--- config.mk ---
export PLATFORM = sky130hd
export DESIGN_NAME = player_projectile_ctrl
export DESIGN_NICKNAME = d
export VERILOG_FILES = /design/src/rtl/player_projectile_ctrl.sv
export SDC_FILE = /design/constraint.sdc
export NUM_CORES = 1
export LEC_CHECK = 0
export ABC_CLOCK_PERIOD_IN_PS = 2400
export BUFFER_PORTS_ARGS = -buffer_cell sky130_fd_sc_hd__clkbuf_2
export CORE_MARGIN = 3
export CORE_UTILIZATION = 51
export CTS_CLUSTER_DIAMETER = 40
export DETAILED_ROUTE_END_ITERATION = 8
export GPL_ROUTABILITY_DRIVEN = 1
export HOLD_SLACK_MARGIN = 0.12
export PLACE_DENSITY_LB_ADDON = 0.15
export SLEW_MARGIN = 15
export SYNTH_ARGS = -nofsm -noshare
export SYNTH_HDL_FRONTEND = slang
export SYNTH_SLANG_ARGS = --single-unit
--- constraint.sdc ---
create_clock -name clk -period 2.4 [get_ports clk]
set_clock_uncertainty 0.15 [all_clocks]
set_input_delay 0.48 -clock clk [delete_from_list [all_inputs] [get_ports clk]]
set_output_delay 0.48 -clock clk [all_outputs]
set_load 0.1 [all_outputs]
--- src/rtl/player_projectile_ctrl.sv ---
`default_nettype none
// ============================================================================
// Module  : player_projectile_ctrl
// Brief   : Player bullet controller. Spawns a single bullet on a fire edge,
//           advances it upward once per frame tick, retires it on a hit from
//           the collision stage or when it leaves the top of the screen, then
//           holds a fire cooldown for COOLDOWN_FRAMES frame ticks.
// Ports   : clk, rst (async, active-high)
//           frame_tick      - one-cycle pulse per video frame
//           fire            - synchronised fire button level, rising edge fires
//           player_xpos     - ship left x, sampled only when a shot is fired
//           bullet_hit      - registered hit pulse from the collision stage
//           projectile_xpos - bullet left x
//           projectile_ypos - bullet top y
//           bullet_active   - high while the bullet is in flight
//           shot_fired      - one-cycle pulse when a bullet is spawned
// Revision: 1.0 - initial release
// ============================================================================
module player_projectile_ctrl #(
   parameter int SPEED            = 8,
   parameter int SPAWN_Y          = 700,
   parameter int TOP_Y            = 0,
   parameter int PLAYER_WIDTH     = 64,
   parameter int PROJECTILE_WIDTH = 16,
   parameter int COOLDOWN_FRAMES  = 10
) (
   input  logic        clk,
   input  logic        rst,
   input  logic        frame_tick,
   input  logic        fire,
   input  logic [11:0] player_xpos,
   input  logic        bullet_hit,
   output logic [11:0] projectile_xpos,
   output logic [11:0] projectile_ypos,
   output logic        bullet_active,
   output logic        shot_fired
);

   localparam int                 c_CNT_W    = $clog2(COOLDOWN_FRAMES + 1);
   localparam logic [12:0]        c_X_OFFSET = 13'((PLAYER_WIDTH - PROJECTILE_WIDTH) / 2);
   localparam logic [12:0]        c_STEP_MIN = 13'(TOP_Y + SPEED);
   localparam logic [11:0]        c_SPEED    = 12'(SPEED);
   localparam logic [11:0]        c_SPAWN_Y  = 12'(SPAWN_Y);
   localparam logic [c_CNT_W-1:0] c_CD_LAST  = c_CNT_W'(COOLDOWN_FRAMES - 1);
   localparam logic [c_CNT_W-1:0] c_CNT_ONE  = c_CNT_W'(1);

   typedef enum logic [1:0] {
      S_IDLE     = 2'd0,
      S_FLYING   = 2'd1,
      S_COOLDOWN = 2'd2
   } state_t;

   state_t               r_state;
   logic                 r_fire_d;
   logic [c_CNT_W-1:0]   r_cnt;
   logic [11:0]          r_xpos;
   logic [11:0]          r_ypos;
   logic                 r_shot;

   state_t               w_state_nxt;
   logic [c_CNT_W-1:0]   w_cnt_nxt;
   logic [11:0]          w_xpos_nxt;
   logic [11:0]          w_ypos_nxt;
   logic                 w_shot_nxt;
   logic                 w_fire_edge;
   logic [12:0]          w_spawn_sum;
   logic [11:0]          w_spawn_x;

   assign w_fire_edge = fire & ~r_fire_d;

   // Centre the bullet on the ship; carry out of 12 bits clamps to the right edge.
   assign w_spawn_sum = {1'b0, player_xpos} + c_X_OFFSET;
   assign w_spawn_x   = w_spawn_sum[12] ? 12'hFFF : w_spawn_sum[11:0];

   always_ff @(posedge clk or posedge rst) begin
      if (rst) begin
         r_state  <= S_IDLE;
         r_fire_d <= 1'b0;
         r_cnt    <= '0;
         r_xpos   <= '0;
         r_ypos   <= '0;
         r_shot   <= 1'b0;
      end else begin
         r_state  <= w_state_nxt;
         r_fire_d <= fire;
         r_cnt    <= w_cnt_nxt;
         r_xpos   <= w_xpos_nxt;
         r_ypos   <= w_ypos_nxt;
         r_shot   <= w_shot_nxt;
      end
   end

   always_comb begin
      w_state_nxt = r_state;
      w_cnt_nxt   = r_cnt;
      w_xpos_nxt  = r_xpos;
      w_ypos_nxt  = r_ypos;
      w_shot_nxt  = 1'b0;

      case (r_state)
         S_IDLE: begin
            if (w_fire_edge) begin
               w_state_nxt = S_FLYING;
               w_xpos_nxt  = w_spawn_x;
               w_ypos_nxt  = c_SPAWN_Y;
               w_shot_nxt  = 1'b1;
            end
         end

         S_FLYING: begin
            // A hit retires the bullet even if a frame tick arrives with it,
            // so the reported y is the one the collision stage matched against.
            if (bullet_hit) begin
               w_state_nxt = S_COOLDOWN;
               w_cnt_nxt   = '0;
            end else if (frame_tick) begin
               if ({1'b0, r_ypos} >= c_STEP_MIN) begin
                  w_ypos_nxt = r_ypos - c_SPEED;
               end else begin
                  // Another step would cross the top bound: retire instead of wrapping.
                  w_state_nxt = S_COOLDOWN;
                  w_cnt_nxt   = '0;
               end
            end
         end

         S_COOLDOWN: begin
            if (frame_tick) begin
               if (r_cnt == c_CD_LAST) begin
                  w_state_nxt = S_IDLE;
                  w_cnt_nxt   = '0;
               end else begin
                  w_cnt_nxt = r_cnt + c_CNT_ONE;
               end
            end
         end

         default: begin
            w_state_nxt = S_IDLE;
            w_cnt_nxt   = '0;
         end
      endcase
   end

   assign projectile_xpos = r_xpos;
   assign projectile_ypos = r_ypos;
   assign bullet_active   = (r_state == S_FLYING);
   assign shot_fired      = r_shot;

endmodule
`default_nettype wire

==> flow_metrics.tcl <==
set metrics [dict create \
    ys_async_sr_fraction_pct 100 \
    dp_hpwl_um 2630 \
    rsz0062_at_grt "false" \
    start_util_pct 55.1 \
    grt_max_degree 31 \
    synth_area_leaders "dfrtp_1, nor2_1, a21oi_1, ha_1, nand2_1" \
    worstReg2RegStart "projectile_ypos[3]" \
    path_class "register to output pin" \
    drc_errors 0 \
    leakage_nw 0.896 \
    critPathArrivalTime_ns 1.55 \
    r2r_slack_ns 0.38 \
    yosysWarnings 0 \
    synth_cells 159 \
    synth.top_cell.area_share_pct 47.7 \
    die_w_um 61.5 \
    hold_class "input pin to register" \
    ant_nets 0 \
    synth.largest_area_cell "dfrtp_1" \
    synth_area_per_cell_um2 9.89 \
    post-place-cells 229 \
    area_growth_syn_to_layout_pct 20.4 \
    drt_first_pass_iters 4 \
    status "finished clean" \
    finalCriticalPeriod_ns 2.18 \
    h-tree-depth 2 \
    core_mm2 0.00285 \
    dp_slack_ns 0.402 \
    worstRegToRegCells 4 \
    place_congestion 0.919 \
    tightest_slew_ns 0.582 \
    final.setup.worst_slack_ns 0.217 \
    hold_depth 2 \
    setup_viol 0 \
    period_share_pct 90.9 \
    report.final.hold_viol_count 0 \
    numPortBuffers 40 \
    ir_worst_vdd_uv 1060 \
    insertion_delay_ns 0.34 \
    slew_violations 0 \
    gr-total-overflow 0 \
    cap_violations 0 \
    fmax_mhz 458 \
    die-area_mm2 0.00379 \
    cellPowerDensity_mw_per_mm2 1330 \
    hold_end "projectile_xpos[0]" \
    final_cells 239 \
    fp-row-count 19 \
    numClockSinks 30 \
    routed_wl_um 3550 \
    hold_start "player_xpos[0]" \
    die_h_um 61.5 \
    syn_area_mm2 0.00157 \
    grt_pass1_vias 1323 \
    synth.most_common_cell "dfrtp_1" \
    antenna_found_initial 0 \
    synth_cell_types 49 \
    post_cts_buffers 0 \
    drive_gt1_share_pct 29.8 \
    cts_root_buf "clkbuf_4" \
    finalNetCount 228 \
    drt_iter0_drc 64 \
    synth_edf_count 0 \
    cp-end-kind "output pin" \
    critPathLaunchType "register" \
    grt_pass1_wl_um 5900 \
    cts_tree "done" \
    via_per_inst 5.77 \
    vias 1379 \
    whs_ns 0.214 \
    cts_buffers 5 \
    synth-seq-cells 30 \
    clk_pin_slew_ns 0.10 \
    synth_common_cells "dfrtp_1, nor2_1, nand2_1, a21oi_1, inv_1" \
    clockBufferDepth 2 \
    ioPinCount 43 \
    gr-usage-all-layers_pct 21.7 \
    antenna_cells 0 \
    slew_headroom_pct 60.8 \
    cts_hold_buf 2 \
    tns_ns 0 \
    cp.required_ns 1.77 \
    critical_path.max_fanout 10 \
    wl_per_cell_um 14.8 \
    cts.repair.resized 0 \
    synth-seq-area-share_pct 47.7 \
    synth-main-ff-cell "dfrtp_1" \
    reg2reg_to "r_cnt[0]" \
]
routing by layer:
layer  part of all wire [%]  vias up  GRT usage, %
li1                       -      673             -
met1                     44      666          26.4
met2                     51       36          36.2
met3                    4.4        4          7.13
met4                   0.87        0          7.58
met5                      0        -             0
metrics by stage:
| step | util, % | area, um^2 | total power [mW] |
|---|---|---|---|
| final | 66.4 | 1890 | 2.53 |
| after CTS | 66.4 | 1890 | 2.55 |
| after global placement | 63.6 | 1810 | 2.19 |
| after global routing | 66.4 | 1890 | 2.66 |
| after detailed placement | 63.6 | 1810 | 2.22 |
| after floorplan | - | 1580 | 1.97 |
registers in the layout, summed over array words and instances (netlist names):
name	count
projectile_ypos	10
r_cnt	4
r_fire_d	1
projectile_xpos	12
r_state	2
shot_fired	1
layout by cell type (no fill, tap or decap), types with 4 or more instances in the layout:
master	Yosys	layout
dfrtp_1	30	29
nand2b_1	4	4
xor2_1	4	4
ha_1	4	4
nand2_1	12	12
o21ai_0	8	8
inv_1	9	9
clkbuf_4	0	5
nand3_1	6	6
a21oi_1	10	10
clkbuf_2	0	40
nor2_1	15	14
worst max-delay path, cell delays in order (launching register included):
cell	delay, ns
dfrtp_1	0.50
inv_1	0.12
nor2_2	0.13
clkbuf_2	0.46
cell families (layout without fill, tap and decap cells):
logic type,count (synthesis),count (layout),synth area share (%)
and+or+nand+nor,62,62,22.3
AOI/OAI and AO/OA,37,37,15.8
DFF,30,30,47.7
buffers and inverters,15,63,4.22
xor gates and xnor gates,6,6,3.34
adders and majority gates,4,4,3.18
muxes,4,4,3.18
other,1,2,0.238
power by group:
group | internal (mW) | leakage [nW] | switching (mW)
clock network | 0.142 | 0.0353 | 0.174
registers | 0.663 | 0.345 | 0.134
logic | 0.270 | 0.515 | 1.15
final cells by class:
| class | count | area, um^2 |
|---|---|---|
| timing repair buffer | 45 | 243 |
| tap | 31 | 38.8 |
| fill | 246 | 960 |
| inverter | 10 | 37.5 |
| multi-input combinational | 115 | 762 |
| clock inverter | 1 | 5.00 |
| clock buffer | 7 | 55.1 |
| sequential | 30 | 752 |
worst max-delay path by stage:
stage | start | to | slack, ns | cells past startpoint
after global placement | projectile_ypos[3] | r_cnt[0] | 0.45 | 4
after detailed placement | projectile_ypos[3] | r_cnt[0] | 0.40 | 4
after floorplan | projectile_ypos[4] | projectile_ypos[5] | -0.01 | 4
after global routing | r_state[0] | bullet_active | 0.13 | 3
final | r_state[0] | bullet_active | 0.22 | 3
after CTS | r_state[0] | bullet_active | 0.21 | 3
(Power assumes the default switching activity.)
